File: src/rtl/amo_reservation_unit_if.sv
// Bundle between the load/store sub-units and amo_reservation_unit.
// Each client drives one slice of every per-unit vector; rd/valid/conflict are returned.
interface amo_reservation_unit_if #(
    parameter int NUM_UNITS = 2
);
    // No backpressure: set/clear act on the edge they are seen, and rmw_valid
    // qualifies rmw_op/rmw_rs1/rmw_rs2 for that same cycle only (rd is combinational).
    logic [NUM_UNITS-1:0]      set_reservation;
    logic [NUM_UNITS-1:0]      clear_reservation;
    logic [NUM_UNITS*32-1:0]   reservation_addr;
    logic [NUM_UNITS-1:0]      reservation_valid;
    logic [NUM_UNITS-1:0]      rmw_valid;
    logic [NUM_UNITS*5-1:0]    rmw_op;
    logic [NUM_UNITS*32-1:0]   rmw_rs1;
    logic [NUM_UNITS*32-1:0]   rmw_rs2;
    logic [31:0]               rd;
    logic                      rmw_conflict;

    modport master (
        output set_reservation, clear_reservation, reservation_addr,
        output rmw_valid, rmw_op, rmw_rs1, rmw_rs2,
        input  reservation_valid, rd, rmw_conflict
    );

    modport slave (
        input  set_reservation, clear_reservation, reservation_addr,
        input  rmw_valid, rmw_op, rmw_rs1, rmw_rs2,
        output reservation_valid, rd, rmw_conflict
    );
endinterface

File: src/rtl/amo_reservation_unit.sv
// Single-hart LR/SC reservation plus shared combinational AMO read-modify-write ALU.
// Optional reservation expiry is enabled with the macro AMO_RES_TIMEOUT_EN.
module amo_reservation_unit #(
    parameter int NUM_UNITS           = 2,
    parameter int RESERVATION_TIMEOUT = 64
) (
    input logic                  clk,
    input logic                  rst,
    amo_reservation_unit_if.slave bus
);
    localparam int OW = (NUM_UNITS > 1) ? $clog2(NUM_UNITS) : 1;

    logic          res_valid;
    logic [29:0]   res_addr;
    logic [OW-1:0] res_owner;
    logic          conflict;

    logic          any_set;
    logic          any_clr;
    logic [OW-1:0] set_idx;
    logic [29:0]   set_addr;
    logic          expired;

    // Scan high-to-low so the lowest requesting unit is the last writer.
    always_comb begin
        any_set  = 1'b0;
        set_idx  = '0;
        set_addr = '0;
        for (int i = NUM_UNITS - 1; i >= 0; i--) begin
            if (bus.set_reservation[i]) begin
                any_set  = 1'b1;
                set_idx  = OW'(i);
                set_addr = bus.reservation_addr[32*i+2 +: 30];
            end
        end
    end

    assign any_clr = |bus.clear_reservation;

`ifdef AMO_RES_TIMEOUT_EN
    localparam int CW = $clog2(RESERVATION_TIMEOUT + 1);
    logic [CW-1:0] res_cnt;

    assign expired = res_valid && (res_cnt == '0);

    always_ff @(posedge clk) begin
        if (rst) begin
            res_cnt <= '0;
        end else if (any_set) begin
            res_cnt <= CW'(RESERVATION_TIMEOUT);
        end else if (res_valid && (res_cnt != '0)) begin
            res_cnt <= res_cnt - CW'(1);
        end
    end
`else
    logic unused_timeout;
    assign expired        = 1'b0;
    assign unused_timeout = (RESERVATION_TIMEOUT != 0);
`endif

    // A set outranks a clear so an LR that also raises its own clear still reserves.
    always_ff @(posedge clk) begin
        if (rst) begin
            res_valid <= 1'b0;
            res_addr  <= '0;
            res_owner <= '0;
        end else if (any_set) begin
            res_valid <= 1'b1;
            res_addr  <= set_addr;
            res_owner <= set_idx;
        end else if (any_clr || expired) begin
            res_valid <= 1'b0;
        end
    end

    // Registered state only, so an SC issued alongside its clear sees the old value.
    always_comb begin
        bus.reservation_valid = '0;
        for (int i = 0; i < NUM_UNITS; i++) begin
            bus.reservation_valid[i] = res_valid && (res_owner == OW'(i)) &&
                                       (res_addr == bus.reservation_addr[32*i+2 +: 30]);
        end
    end

    logic [1:0] unused_addr_lsbs;
    always_comb begin
        unused_addr_lsbs = '0;
        for (int i = 0; i < NUM_UNITS; i++) begin
            unused_addr_lsbs = unused_addr_lsbs ^ bus.reservation_addr[32*i +: 2];
        end
    end

    logic        any_rmw;
    logic [4:0]  op_sel;
    logic [31:0] a;
    logic [31:0] b;
    logic [2:0]  rmw_count;

    always_comb begin
        any_rmw   = 1'b0;
        op_sel    = '0;
        a         = '0;
        b         = '0;
        rmw_count = '0;
        for (int i = NUM_UNITS - 1; i >= 0; i--) begin
            rmw_count = rmw_count + 3'(bus.rmw_valid[i]);
            if (bus.rmw_valid[i]) begin
                any_rmw = 1'b1;
                op_sel  = bus.rmw_op[5*i +: 5];
                a       = bus.rmw_rs1[32*i +: 32];
                b       = bus.rmw_rs2[32*i +: 32];
            end
        end
    end

    // Min/max pick rs2 only on strict inequality, so equal operands return rs1.
    always_comb begin
        bus.rd = '0;
        if (any_rmw) begin
            case (op_sel)
                5'b00001: bus.rd = b;
                5'b00000: bus.rd = a + b;
                5'b00100: bus.rd = a ^ b;
                5'b01100: bus.rd = a & b;
                5'b01000: bus.rd = a | b;
                5'b10000: bus.rd = ($signed(b) < $signed(a)) ? b : a;
                5'b10100: bus.rd = ($signed(b) > $signed(a)) ? b : a;
                5'b11000: bus.rd = (b < a) ? b : a;
                5'b11100: bus.rd = (b > a) ? b : a;
                default:  bus.rd = a;
            endcase
        end
    end

    always_ff @(posedge clk) begin
        if (rst) begin
            conflict <= 1'b0;
        end else if (rmw_count > 3'd1) begin
            conflict <= 1'b1;
        end
    end

    assign bus.rmw_conflict = conflict;
endmodule

File: src/flat_wrapper.sv
// flat-port wrapper written by rule: the top's interface ports become plain ports
module amo_reservation_unit_flat 
#(
    parameter int NUM_UNITS           = 2,
    parameter int RESERVATION_TIMEOUT = 64
)
  (clk, rst, bus_set_reservation, bus_clear_reservation, bus_reservation_addr, bus_rmw_valid, bus_rmw_op, bus_rmw_rs1, bus_rmw_rs2, bus_reservation_valid, bus_rd, bus_rmw_conflict);
  amo_reservation_unit_if #(.NUM_UNITS(NUM_UNITS)) bus_i ();
  input logic clk;
  input logic rst;
  input wire logic [$bits(bus_i.set_reservation)-1:0] bus_set_reservation;
  input wire logic [$bits(bus_i.clear_reservation)-1:0] bus_clear_reservation;
  input wire logic [$bits(bus_i.reservation_addr)-1:0] bus_reservation_addr;
  input wire logic [$bits(bus_i.rmw_valid)-1:0] bus_rmw_valid;
  input wire logic [$bits(bus_i.rmw_op)-1:0] bus_rmw_op;
  input wire logic [$bits(bus_i.rmw_rs1)-1:0] bus_rmw_rs1;
  input wire logic [$bits(bus_i.rmw_rs2)-1:0] bus_rmw_rs2;
  output wire logic [$bits(bus_i.reservation_valid)-1:0] bus_reservation_valid;
  output wire logic [$bits(bus_i.rd)-1:0] bus_rd;
  output wire logic [$bits(bus_i.rmw_conflict)-1:0] bus_rmw_conflict;
  assign bus_i.set_reservation = bus_set_reservation;
  assign bus_i.clear_reservation = bus_clear_reservation;
  assign bus_i.reservation_addr = bus_reservation_addr;
  assign bus_i.rmw_valid = bus_rmw_valid;
  assign bus_i.rmw_op = bus_rmw_op;
  assign bus_i.rmw_rs1 = bus_rmw_rs1;
  assign bus_i.rmw_rs2 = bus_rmw_rs2;
  assign bus_reservation_valid = bus_i.reservation_valid;
  assign bus_rd = bus_i.rd;
  assign bus_rmw_conflict = bus_i.rmw_conflict;
  amo_reservation_unit #(.NUM_UNITS(NUM_UNITS), .RESERVATION_TIMEOUT(RESERVATION_TIMEOUT)) u_core (.clk(clk), .rst(rst), .bus(bus_i));
endmodule
File: config.mk
export PLATFORM = sky130hd
export DESIGN_NAME = amo_reservation_unit_flat
export DESIGN_NICKNAME = d
export VERILOG_FILES = /design/src/rtl/amo_reservation_unit_if.sv /design/src/rtl/amo_reservation_unit.sv /design/src/flat_wrapper.sv
export SDC_FILE = /design/constraint.sdc
export NUM_CORES = 1
export LEC_CHECK = 0
export CAP_MARGIN = 20
export CORE_UTILIZATION = 54
export DETAILED_ROUTE_END_ITERATION = 6
export PLACE_DENSITY = 0.89
export REMOVE_ABC_BUFFERS = 1
export SLEW_MARGIN = 20
export SYNTH_ARGS = -nofsm -noshare
export SYNTH_HDL_FRONTEND = slang
export SYNTH_SLANG_ARGS = --single-unit
File: constraint.sdc
create_clock -name clk -period 13.8 [get_ports clk]
set_clock_uncertainty 0.2 [all_clocks]
set_input_delay 2.76 -clock clk [delete_from_list [all_inputs] [get_ports clk]]
set_output_delay 2.76 -clock clk [all_outputs]
set_load 0.05 [all_outputs]
# Word level (Yosys, flattened, before mapping)
# Index checks and enable logic that the tools add are counted.
# Widths: inputs -> output; s select.
# classes
n_addsub,2
n_lt_le_gt_ge,5
eq_ne,10
muxes,21
bitwise,4
reduce_logical,7
# op_table
cell,n
$mux 32,9
$pmux 32 s9,1
$gt 32x32->1,2
$lt 32x32->1,2
$eq 30x30->1,2
$mux 30,2
$add 32x32->32,1
$and 32x32->32,1
$or 32x32->32,1
$xor 32x32->32,1
$eq 5x5->1 const B,4
$eq 5x4->1 const B,2
$mux 5,2
$mux 1,7
$eq 5x1->1 const B,1
$eq 5x3->1 const B,1
$logic_not 5->1,1
$logic_and 1x1->1,4
$gt 3x1->1 const B,1
$add 1x1->2,1
$reduce_bool 2->1,1
$reduce_or 2->1,1
$not 1->1,1
# word_totals
register_bits,33
inputBits,210
output_inout_bits,35

# Depth between registers and ports, before layout
# Gate-level depths: netlist (run 1).
# logic_depth
ltp_word,6
depth_mapped,22
mapped_depth_nobuf,15

# Worst setup path after synthesis (run 1)
# No wires, ideal clock.
# synth_timing
kind,input-to-output
startpoint,input bus_rmw_valid[0]
endpoint,output bus_rd[17]
arrival_ns,7.999
required_time_ns,10.840
path_slack_ns,2.841
path_stages,20
n_path_buf,7
path_cell_list,clkbuf_1 > nor2b_1 > clkbuf_1 > buf_1 > clkbuf_1 > clkbuf_1 > a22oi_1 > inv_1 > ha_1 > clkbuf_1 > or4b_4 > nor3_4 > inv_2 > o211ai_4 > o21a_1 > a222oi_1 > and2_1 > buf_4 > o211a_1 > a211oi_1
# synth_via
elab_chain_cells,5
word_cells_on_any_way,27
# synth_lines
element,line_no,rtl
start: declaration,flat_wrapper.sv:14,input wire logic [$bits(bus_i.rmw_valid)-1:0] bus_rmw_valid;
$mux 32,amo_reservation_unit.sv:107,if (bus.rmw_valid[i]) begin
"$gt 32x32->1, or another cell as far along",amo_reservation_unit.sv:129,5'b11100: bus.rd = (b > a) ? b : a;
$mux 32 (on tied branches),-,
$pmux 32 s9,amo_reservation_unit.sv:120,case (op_sel)
$mux 32 (*),amo_reservation_unit.sv:119,if (any_rmw) begin
end: declaration,flat_wrapper.sv:19,output wire logic [$bits(bus_i.rd)-1:0] bus_rd;
# Mark *: on every way between the ends. The rest lies on a longest branch, timed or not.

# Worst setup path in the final report (run 1)
# layout_timing
startpoint,input bus_rmw_valid[0]
endpoint,output bus_rd[25]
# Same word-level chain as after synthesis.

==> flow_metrics.env, run 1 <==
export IMPL_fmax_mhz=79.4
export IMPL_cts_tree="done"
export IMPL_postRouteAntennaNets=0
export IMPL_clkSinkCount=33
export IMPL_grt_overflow_total=0
export IMPL_drcViolationCount=0
export IMPL_p_int_mw=0.415
export IMPL_hold_path_class="flip-flop to flip-flop"
export IMPL_top_usage_layer="met2"
export IMPL_power_frac_seq_pct=13.7
export IMPL_final_nets=1754
export IMPL_ys_seq_area_share_pct=7.65
export IMPL_postSynthCellCount=1284
export IMPL_hold_buffers=0
export IMPL_cts_max_path_buffers=2
export IMPL_holdPathEnd="u_core.bus.rmw_conflict$_SDFFE_PP0N_"
export IMPL_p_switching_mw=0.381
export IMPL_fp_dieW_microns=128
export IMPL_worstPathCellList="buf_2 -> nor2b_4 -> buf_12 -> a22oi_1 -> inv_1 -> ha_1 -> inv_1 -> a21oi_1 -> o31ai_1 -> a2111oi_1 -> o211ai_4 -> o21a_1 -> o21ai_0 -> o21ai_0 -> o2111a_1 -> a221oi_2 -> clkdlybuf4s50_1"
export IMPL_drv_slew=0
export IMPL_synth_ff_type="dfxtp_1"
export IMPL_clkPwrFrac_pct=18.6
export IMPL_min_delay_start="u_core.bus.rmw_conflict$_SDFFE_PP0N_"
export IMPL_synth_edff_count=0
export IMPL_portBuffers=240
export IMPL_cts_root_buf="clkbuf_16"
export IMPL_netlist_top_cells_count="nor2_1 (131), a21oi_1 (120), o21ai_0 (117), nand2_1 (106), ha_1 (96)"
export IMPL_cts_resized=0
export IMPL_chipHeight_microns=128
export IMPL_power_density_nw_per_um2=70.8
export IMPL_met2_usage_pct=64.6
export IMPL_diodes=0
export IMPL_postCtsSetupRepairBufs=0
export IMPL_cp_start_kind="input pin"
export IMPL_crit_path_max_incr_delay_ps=1050
export IMPL_period_needed_ps=12600
export IMPL_fin_hold_ws_ps=311
export IMPL_num_fill_cells=1217
export IMPL_rows=45
export IMPL_ios=245
export IMPL_syn_avg_cell_area_sq_um=6.73
export IMPL_critPathKind="input pin to primary output"
export IMPL_avgViaCountPerCell=6.65
export IMPL_areaGrowthSynthToFinish_pct=30.2
export IMPL_synth_area_top_cells="ha_1 (14%), dfxtp_1 (7.6%), a21oi_1 (7.0%), o21ai_0 (6.8%), nor2_1 (5.7%)"
export IMPL_p_comb_share_pct=67.7
export IMPL_die_area_sq_um=16500
export IMPL_async_flop_share_pct=0
export IMPL_yosysTopAreaCell="ha_1"
export IMPL_reg2reg_slack_ps=12630
export IMPL_leakage_nw=4.66
export IMPL_clkSlewWorstSetupHoldPaths_ps=50
export IMPL_switching_share_pct=47.9
export IMPL_wl_per_cell_microns=19.9
export IMPL_worst_slew_pin_slew_ps=1300
export IMPL_worst_path_max_fanout=44
export IMPL_rr_startpoint="u_core.res_addr[1]$_SDFFE_PP0P_"
export IMPL_reg2reg_depth=4
export IMPL_critical_path_arrival_ps=9640
export IMPL_end_kind="primary output"
export IMPL_antenna_found_initial=0
export IMPL_drive_above_1_share_pct=3.31
export IMPL_vias=11000
export IMPL_cp_required_ps=10840
export IMPL_synth_top_area_share_pct=13.9
export IMPL_drtPass1Iterations=7
export IMPL_finalSetupTns_ps=0
export IMPL_synth_distinct_cells=72
export IMPL_relSlewSlack_pct=12.7
export IMPL_yosysMostFrequentCell="nor2_1"
export IMPL_grt_max_degree=63
export IMPL_design_core_area_sq_um=15400
export IMPL_r2r_end="u_core.res_addr[1]$_SDFFE_PP0P_"
export IMPL_gp_congestion=0.968
export IMPL_grt_pass1_wl_microns=51000
export IMPL_synth_area_sq_um=8640
export IMPL_max_cap_violations=0
export IMPL_htree_num_levels=2
export IMPL_dp_final_hpwl_microns=23600
export IMPL_use_met3_pct=7.69
export IMPL_cts_buffers_inserted=5
export IMPL_crit_start="bus_rmw_valid[0]"
export IMPL_irDropWorstVdd_uv=91.7
export IMPL_finalCritPeriodShare_pct=91.3
export IMPL_hold_depth=2
export IMPL_initial_core_util_pct=56.0
export IMPL_rsz0062_at_grt="false"
export IMPL_critPathSlowestCell="o21ai_0"
export IMPL_status="finished clean"
export IMPL_grt_pass1_vias=10200
export IMPL_setup_viol=0
export IMPL_grtUsageTotal_pct=38.5
export IMPL_drtIter0Drc=1167
export IMPL_hold_viol=0
export IMPL_clk_latency_ps=290
export IMPL_grtUsageMet1_pct=47.0
export IMPL_ys_ff_latch=33
export IMPL_ys_warn_count=0
export IMPL_wl_microns=33100
per-stage QoR:
| step | cells | worst slack (ps) | utilization (%) | instance area [sq um] | power, mW |
|---|---|---|---|---|---|
| 2_1_floorplan | 1180 | 892 | - | 8210 | 0.434 |
| 3_3_place_gp | 1651 | 1680 | 71.7 | 11100 | 0.620 |
| 3_5_place_dp | 1651 | 1530 | 71.7 | 11100 | 0.632 |
| 4_1_cts | 1659 | 1490 | 72.9 | 11300 | 0.782 |
| 5_1_grt | 1659 | 932 | 72.9 | 11300 | 0.837 |
| 6_report | 1659 | 1200 | 72.9 | 11300 | 0.796 |
worst max path at each step:
stage | to | depth (start not counted)
2_1_floorplan | bus_rd[17] | 14
3_3_place_gp | bus_rd[25] | 17
3_5_place_dp | bus_rd[15] | 19
4_1_cts | bus_rd[15] | 19
5_1_grt | bus_rd[16] | 18
6_report | bus_rd[25] | 17
state kept, by name, indices dropped and copies added, names as in the netlist:
name                     cells
u_core.res_addr             30
u_core.bus.rmw_conflict      1
u_core.res_owner             1
u_core.res_valid             1
worst max-delay path: cells and delay by family:
kind | cells | cell delay (ps)
simple gates | 1 | 300
compound gates | 10 | 4030
buf+inv | 5 | 2000
fa+ha+maj | 1 | 500
per-layer routing:
layer | up-vias | part of all wire, %
met4 | 0 | 4.3
met1 | 5025 | 37
li1 | 5056 | -
met3 | 125 | 13
met5 | - | 0
met2 | 819 | 45
cell families after synthesis:
group	share of synthesized area (%)
XOR/XNOR	7.50
flip-flops	7.65
AND/OR/NAND/NOR	17.7
multiplexers	4.42
adder cells (fa/ha/maj)	14.1
AO/OA/AOI/OAI	40.1
buffers and inverters	8.49
placed cells by master, fill, tap and decap left out, types with 12 or more instances in the layout:
master	Yosys	final
a211oi_1	18	18
o21ai_0	117	116
a221oi_1	55	55
nand3_1	12	12
xor2_1	36	36
dfxtp_1	33	33
ha_1	96	96
nor4_1	13	13
mux2i_1	37	37
a21oi_1	120	120
a31oi_1	13	13
clkdlybuf4s50_1	0	237
xnor2_1	38	38
o211ai_1	34	34
a22oi_1	28	28
nor3_1	18	16
nand4_1	15	15
nand2_1	106	106
nor2_1	131	130
buf_4	3	18
a22o_1	44	44
inv_1	80	80
a21o_1	16	16
power by group through the flow:
stage	clock network [mW]	registers (mW)	logic (mW)
2_1_floorplan	0	0.110	0.324
3_5_place_dp	0	0.110	0.522
5_1_grt	0.153	0.109	0.575
3_3_place_gp	0	0.110	0.510
4_1_cts	0.148	0.108	0.525
6_report	0.148	0.109	0.539
cell type report:
cell class | instances | area [sq um] | area share (%)
clock buffers | 5 | 125 | 1.11
flip-flops and latches | 33 | 661 | 5.87
inverters | 82 | 308 | 2.74
well taps | 211 | 264 | 2.35
repair buffers | 260 | 2560 | 22.8
multi-input cells | 1065 | 7270 | 64.6
clock inverters | 3 | 65.1 | 0.578
Note: power is estimated with default switching activity, not from simulation.
==> run 2, diff against run 1 <==
Settings changed: CORE_ASPECT_RATIO set to 0.5.
==> run 2 against run 1 <==
  * The flow now finishes with violations (DRC)
  * Power shrank 3.4%
  * Final cell count is the same
  * Global-route usage rose by 3.7 points
  * Fmax increased by 3.7%
  * Sequential cell count unchanged
  * Worst setup slack improved by 450 ps
==> flow_metrics.env, run 2 (synthesized netlist as in run 1, its figures left out) <==
export IMPL_crit_family="compound AO/OA/AOI/OAI gates"
export IMPL_final_common_cell="clkdlybuf4s50_1"
export IMPL_largest_reg_flops=30
export IMPL_vias=11200
export IMPL_crit_top_cell="buf_4"
export IMPL_finalWorstSetupSlack_ps=1650
export IMPL_setup_viol=0
export IMPL_ios=245
export IMPL_grt_pass1_wl_microns=55700
export IMPL_period_needed_ps=12150
export IMPL_grtUsageTotal_pct=42.1
export IMPL_grt_overflow_total=0
export IMPL_hold_path_class="flip-flop to flip-flop"
export IMPL_rows=32
export IMPL_leakage_nw=4.64
export IMPL_final_nets=1758
export IMPL_antenna_found_initial=1
export IMPL_htree_num_levels=2
export IMPL_initial_core_util_pct=55.6
export IMPL_clkSinkCount=33
export IMPL_finalCritPeriodShare_pct=88.1
export IMPL_finalSetupTns_ps=0
export IMPL_max_cap_violations=0
export IMPL_cts_tree="done"
export IMPL_worst_slew_pin_slew_ps=1220
export IMPL_critPathSlowestCell="clkdlybuf4s50_1"
export IMPL_critPathKind="input pin to primary output"
export IMPL_final_cell_mix="clkdlybuf4s50_1 (237), nor2_1 (129), a21oi_1 (120)"
export IMPL_final_core_util_pct=72.2
export IMPL_cts_buffers_inserted=5
export IMPL_fin_area_sq_um=11200
export IMPL_critical_path_arrival_ps=9190
export IMPL_cts_root_buf="clkbuf_16"
export IMPL_avgViaCountPerCell=6.76
export IMPL_drtPass1Iterations=7
export IMPL_worstPathCellList="buf_2 -> nor2b_4 -> a22oi_1 -> inv_1 -> ha_1 -> nor4_1 -> nand4_1 -> a21oi_1 -> a2111oi_1 -> o211ai_4 -> buf_4 -> o21ai_1 -> buf_4 -> a21oi_2 -> nand2_1 -> a221oi_1 -> a211o_1 -> clkdlybuf4s50_1"
export IMPL_fmax_mhz=82.3
export IMPL_end_kind="primary output"
export IMPL_worst_path_max_fanout=40
export IMPL_power_density_nw_per_um2=68.6
export IMPL_design_core_area_sq_um=15500
export IMPL_clkSlewWorstSetupHoldPaths_ps=60
export IMPL_violations="DRC"
export IMPL_dp_final_hpwl_microns=25900
export IMPL_cts_resized=0
export IMPL_reg2reg_depth=4
export IMPL_drtIter0Drc=1344
export IMPL_irDropWorstVdd_uv=69.7
export IMPL_drcViolationCount=4
export IMPL_relSlewSlack_pct=18.5
export IMPL_areaGrowthSynthToFinish_pct=29.7
export IMPL_postPlaceCellArea_sq_um=11100
export IMPL_cp_num_buf_inv=5
export IMPL_rsz0062_at_grt="false"
export IMPL_fp_dieW_microns=181
export IMPL_cts_max_path_buffers=2
export IMPL_hold_viol=0
export IMPL_drive_above_1_share_pct=3.65
export IMPL_crit_path_max_incr_delay_ps=800
export IMPL_fin_hold_ws_ps=264
export IMPL_num_fill_cells=1239
export IMPL_portBuffers=240
export IMPL_clk_latency_ps=280
export IMPL_hold_buffers=0
export IMPL_hold_depth=2
export IMPL_postCtsSetupRepairBufs=0
export IMPL_regMostFlops="u_core.res_addr"
export IMPL_path_depth=18
export IMPL_pre_cts_ws_ps=1840
export IMPL_die_area_sq_um=16500
export IMPL_grt_pass1_vias=10500
export IMPL_postRouteAntennaNets=0
export IMPL_cp_required_ps=10840
export IMPL_gp_congestion=1.06
export IMPL_grt_max_degree=63
export IMPL_status="finished, violations left"
export IMPL_wl_microns=35900
export IMPL_drv_slew=0
export IMPL_wl_per_cell_microns=21.6
export IMPL_chipHeight_microns=91.4
export IMPL_cp_start_kind="input pin"
-- run 2: cell types whose count changed in the layout (fill, tap and decap cells not counted), moves of 2 or more --
cell       delta
bufinv_16     -2
diode_2       +3
buf_4         +6
buf_12        -2
-- run 2: worst min-delay path: stages (launching register included) --
cell	delay [ps]
dfxtp_1	320
a21oi_1	40
nor2_1	70
-- run 2: worst paths after layout --
path	from	to	slack, ps
min	u_core.bus.rmw_conflict$_SDFFE_PP0N_	u_core.bus.rmw_conflict$_SDFFE_PP0N_	260
min reg2reg	u_core.bus.rmw_conflict$_SDFFE_PP0N_	u_core.bus.rmw_conflict$_SDFFE_PP0N_	260
max reg2reg	u_core.res_addr[7]$_SDFFE_PP0P_	u_core.res_addr[7]$_SDFFE_PP0P_	12590
max	bus_rmw_valid[0]	bus_rd[11]	1650
-- run 2: final cells by class --
class	count	area (sq um)	share of cell area, %
sequential	33	661	5.89
clock inverter	2	10.0	0.0893
timing repair buffer	264	2570	22.9
multi-input combinational	1065	7270	64.9
tap	204	255	2.28
inverter	82	308	2.75
clock buffer	6	129	1.15
antenna	3	7.51	0.0670
-- run 2: power by group --
part	leakage, nW	switching [mW]	internal, mW
Combinational	4.30	0.341	0.211
Clock	0.0706	0.0419	0.0662
Sequential	0.273	0.00725	0.102
Total	4.64	0.390	0.379
-- run 2: metal layers --
metal  global-route usage, %  vias up  wire length [microns]
met2                    66.6      839                  15300
li1                        -     5082                      -
met3                    9.71      126                   4980
met5                       0        -                      0
met1                    56.0     5172                  14400
met4                    14.7        0                   1190
-- run 2: through the flow --
step / total power, mW / cells
after global placement: 0.629 / 1648
final: 0.769 / 1659
after CTS: 0.751 / 1656
after detailed placement: 0.641 / 1648
after floorplan: 0.434 / 1180
after global routing: 0.808 / 1656
==> run 3, diff against run 2 <==
Settings changed: CAP_MARGIN 20 to unset.
Clock period 13.8 ns to 15.6 ns, I/O delays scaled along.
==> run 3 against run 2 <==
  * The flow now finishes without violations
  * Via count rose by 1.1%
  * Sequential share of layout area barely moved
  * Final cell count fell by 0.24%
  * Combinational power fell by 11%
  * Power fell by 9.8%
  * Critical path depth did not move
  * Core utilization rose by 0.11 points
  * Register-to-register slack improved by 1800 ps
  * Global-route usage rose by 0.22 points
  * Critical path type unchanged
  * Highest routed layer unchanged
  * Sequential cell count did not move
==> flow_metrics.env, run 3 (synthesized netlist as in run 1, its figures left out) <==
export IMPL_grt_pass1_wl_microns=56100
export IMPL_drive_above_1_share_pct=3.58
export IMPL_grtUsageMet1_pct=54.0
export IMPL_cts_resized=0
export IMPL_drtIter0Drc=1543
export IMPL_die_area_sq_um=16500
export IMPL_top_usage_layer="met2"
export IMPL_grt_pass1_vias=10800
export IMPL_wl_per_cell_microns=22.1
export IMPL_gp_congestion=1.02
export IMPL_cp_num_buf_inv=6
export IMPL_power_density_nw_per_um2=61.8
export IMPL_portBuffers=240
export IMPL_worst_slew_pin_slew_ps=1030
export IMPL_postCtsSetupRepairBufs=0
export IMPL_use_met3_pct=10.1
export IMPL_drv_slew=0
export IMPL_leakage_nw=4.65
export IMPL_clkSinkCount=33
export IMPL_drcViolationCount=0
export IMPL_multiInputGateArea_sq_um=7290
export IMPL_cp_start_kind="input pin"
export IMPL_finalWorstSetupSlack_ps=2090
export IMPL_period_needed_ps=13510
export IMPL_initial_core_util_pct=55.6
export IMPL_fp_dieW_microns=181
export IMPL_grt_overflow_total=0
export IMPL_final_nets=1757
export IMPL_vias=11300
export IMPL_finalCritPeriodShare_pct=86.6
export IMPL_critPathSlowestCell="clkdlybuf4s50_1"
export IMPL_dp_final_hpwl_microns=26000
export IMPL_grtUsageTotal_pct=42.4
export IMPL_chipHeight_microns=91.4
export IMPL_hold_buffers=0
export IMPL_htree_num_levels=2
export IMPL_num_fill_cells=1266
export IMPL_areaGrowthSynthToFinish_pct=29.9
export IMPL_antenna_found_initial=0
export IMPL_critical_path_arrival_ps=10190
export IMPL_final_common_cell="clkdlybuf4s50_1"
export IMPL_regMostFlops="u_core.res_addr"
export IMPL_end_kind="primary output"
export IMPL_ios=245
export IMPL_crit_path_max_incr_delay_ps=840
export IMPL_cts_max_path_buffers=2
export IMPL_status="finished clean"
export IMPL_postRouteAntennaNets=0
export IMPL_relSlewSlack_pct=31.1
export IMPL_crit_family="buffers and inverters"
export IMPL_seq_area_sq_um=661
export IMPL_cts_root_buf="clkbuf_16"
export IMPL_setup_viol=0
export IMPL_rows=32
export IMPL_finalSetupTns_ps=0
export IMPL_drtPass1Iterations=6
export IMPL_diodes=0
export IMPL_hold_viol=0
export IMPL_largest_reg_flops=30
export IMPL_grt_max_degree=63
export IMPL_irDropWorstVdd_uv=69.6
export IMPL_clk_latency_ps=290
export IMPL_design_core_area_sq_um=15500
export IMPL_fmax_mhz=74.0
export IMPL_final_cell_mix="clkdlybuf4s50_1 (237), nor2_1 (130), a21oi_1 (120)"
export IMPL_critPathKind="input pin to primary output"
export IMPL_clkSlewWorstSetupHoldPaths_ps=50
export IMPL_pre_cts_ws_ps=2380
export IMPL_cp_required_ps=12280
export IMPL_cts_buffers_inserted=5
export IMPL_max_cap_violations=0
export IMPL_wl_microns=36600
export IMPL_cts_tree="done"
export IMPL_met2_usage_pct=68.9
export IMPL_worstPathCellList="clkdlybuf4s50_1 -> nor2b_4 -> buf_4 -> a22oi_1 -> inv_1 -> ha_1 -> nor3_1 -> nand3_1 -> nor3_4 -> inv_2 -> o211ai_4 -> buf_4 -> o2111ai_1 -> o21ai_0 -> o21ai_0 -> o2111a_1 -> a221oi_2 -> clkdlybuf4s50_1"
export IMPL_hold_path_class="flip-flop to flip-flop"
export IMPL_worst_path_max_fanout=38
export IMPL_finalPower_mw=0.694
export IMPL_avgViaCountPerCell=6.86
export IMPL_rsz0062_at_grt="false"
-- run 3: layout make-up --
class / count / area share, %
Timing Repair Buffer: 263 / 22.8
Sequential cell: 33 / 5.88
Clock buffer: 7 / 1.36
Multi-Input combinational cell: 1065 / 64.9
Clock inverter: 1 / 0.0446
Tap cell: 204 / 2.27
Inverter: 82 / 2.74
-- run 3: metal layers --
metal | wire, microns | vias to the layer above
li1 | - | 5073
met1 | 13800 | 5236
met2 | 16100 | 909
met3 | 5530 | 128
met4 | 1130 | 0
met5 | 0 | -
-- run 3: worst paths after layout --
| check | from | endpoint | slack, ps | cells after the start |
|---|---|---|---|---|
| min reg2reg | u_core.bus.rmw_conflict$_SDFFE_PP0N_ | u_core.bus.rmw_conflict$_SDFFE_PP0N_ | 260 | 2 |
| max reg2reg | u_core.res_addr[25]$_SDFFE_PP0P_ | u_core.res_addr[25]$_SDFFE_PP0P_ | 14360 | 4 |
| max | bus_rmw_valid[1] | bus_rd[25] | 2090 | 18 |
| min | u_core.bus.rmw_conflict$_SDFFE_PP0N_ | u_core.bus.rmw_conflict$_SDFFE_PP0N_ | 260 | 2 |
-- run 3: per-stage QoR --
stage	instance area (sq um)	utilization (%)	instances	hold slack, ps
floorplan	8210	-	1180	275
global placement	11100	71.2	1647	248
detailed placement	11100	71.2	1647	258
CTS	11200	72.2	1655	269
global route	11200	72.3	1655	311
finish	11200	72.3	1655	261
-- run 3: worst register-to-register path, stage by stage, from the launching register on --
cell	delay, ps
dfxtp_1	340
mux2i_1	200
nor2_1	80
a21oi_1	230
nor2_1	70
-- run 3: power by group --
group	switching [mW]	total [mW]	internal, mW
sequential	0.00635	0.0963	0.0900
clock	0.0396	0.107	0.0676
combinational	0.305	0.490	0.185
total	0.351	0.694	0.343
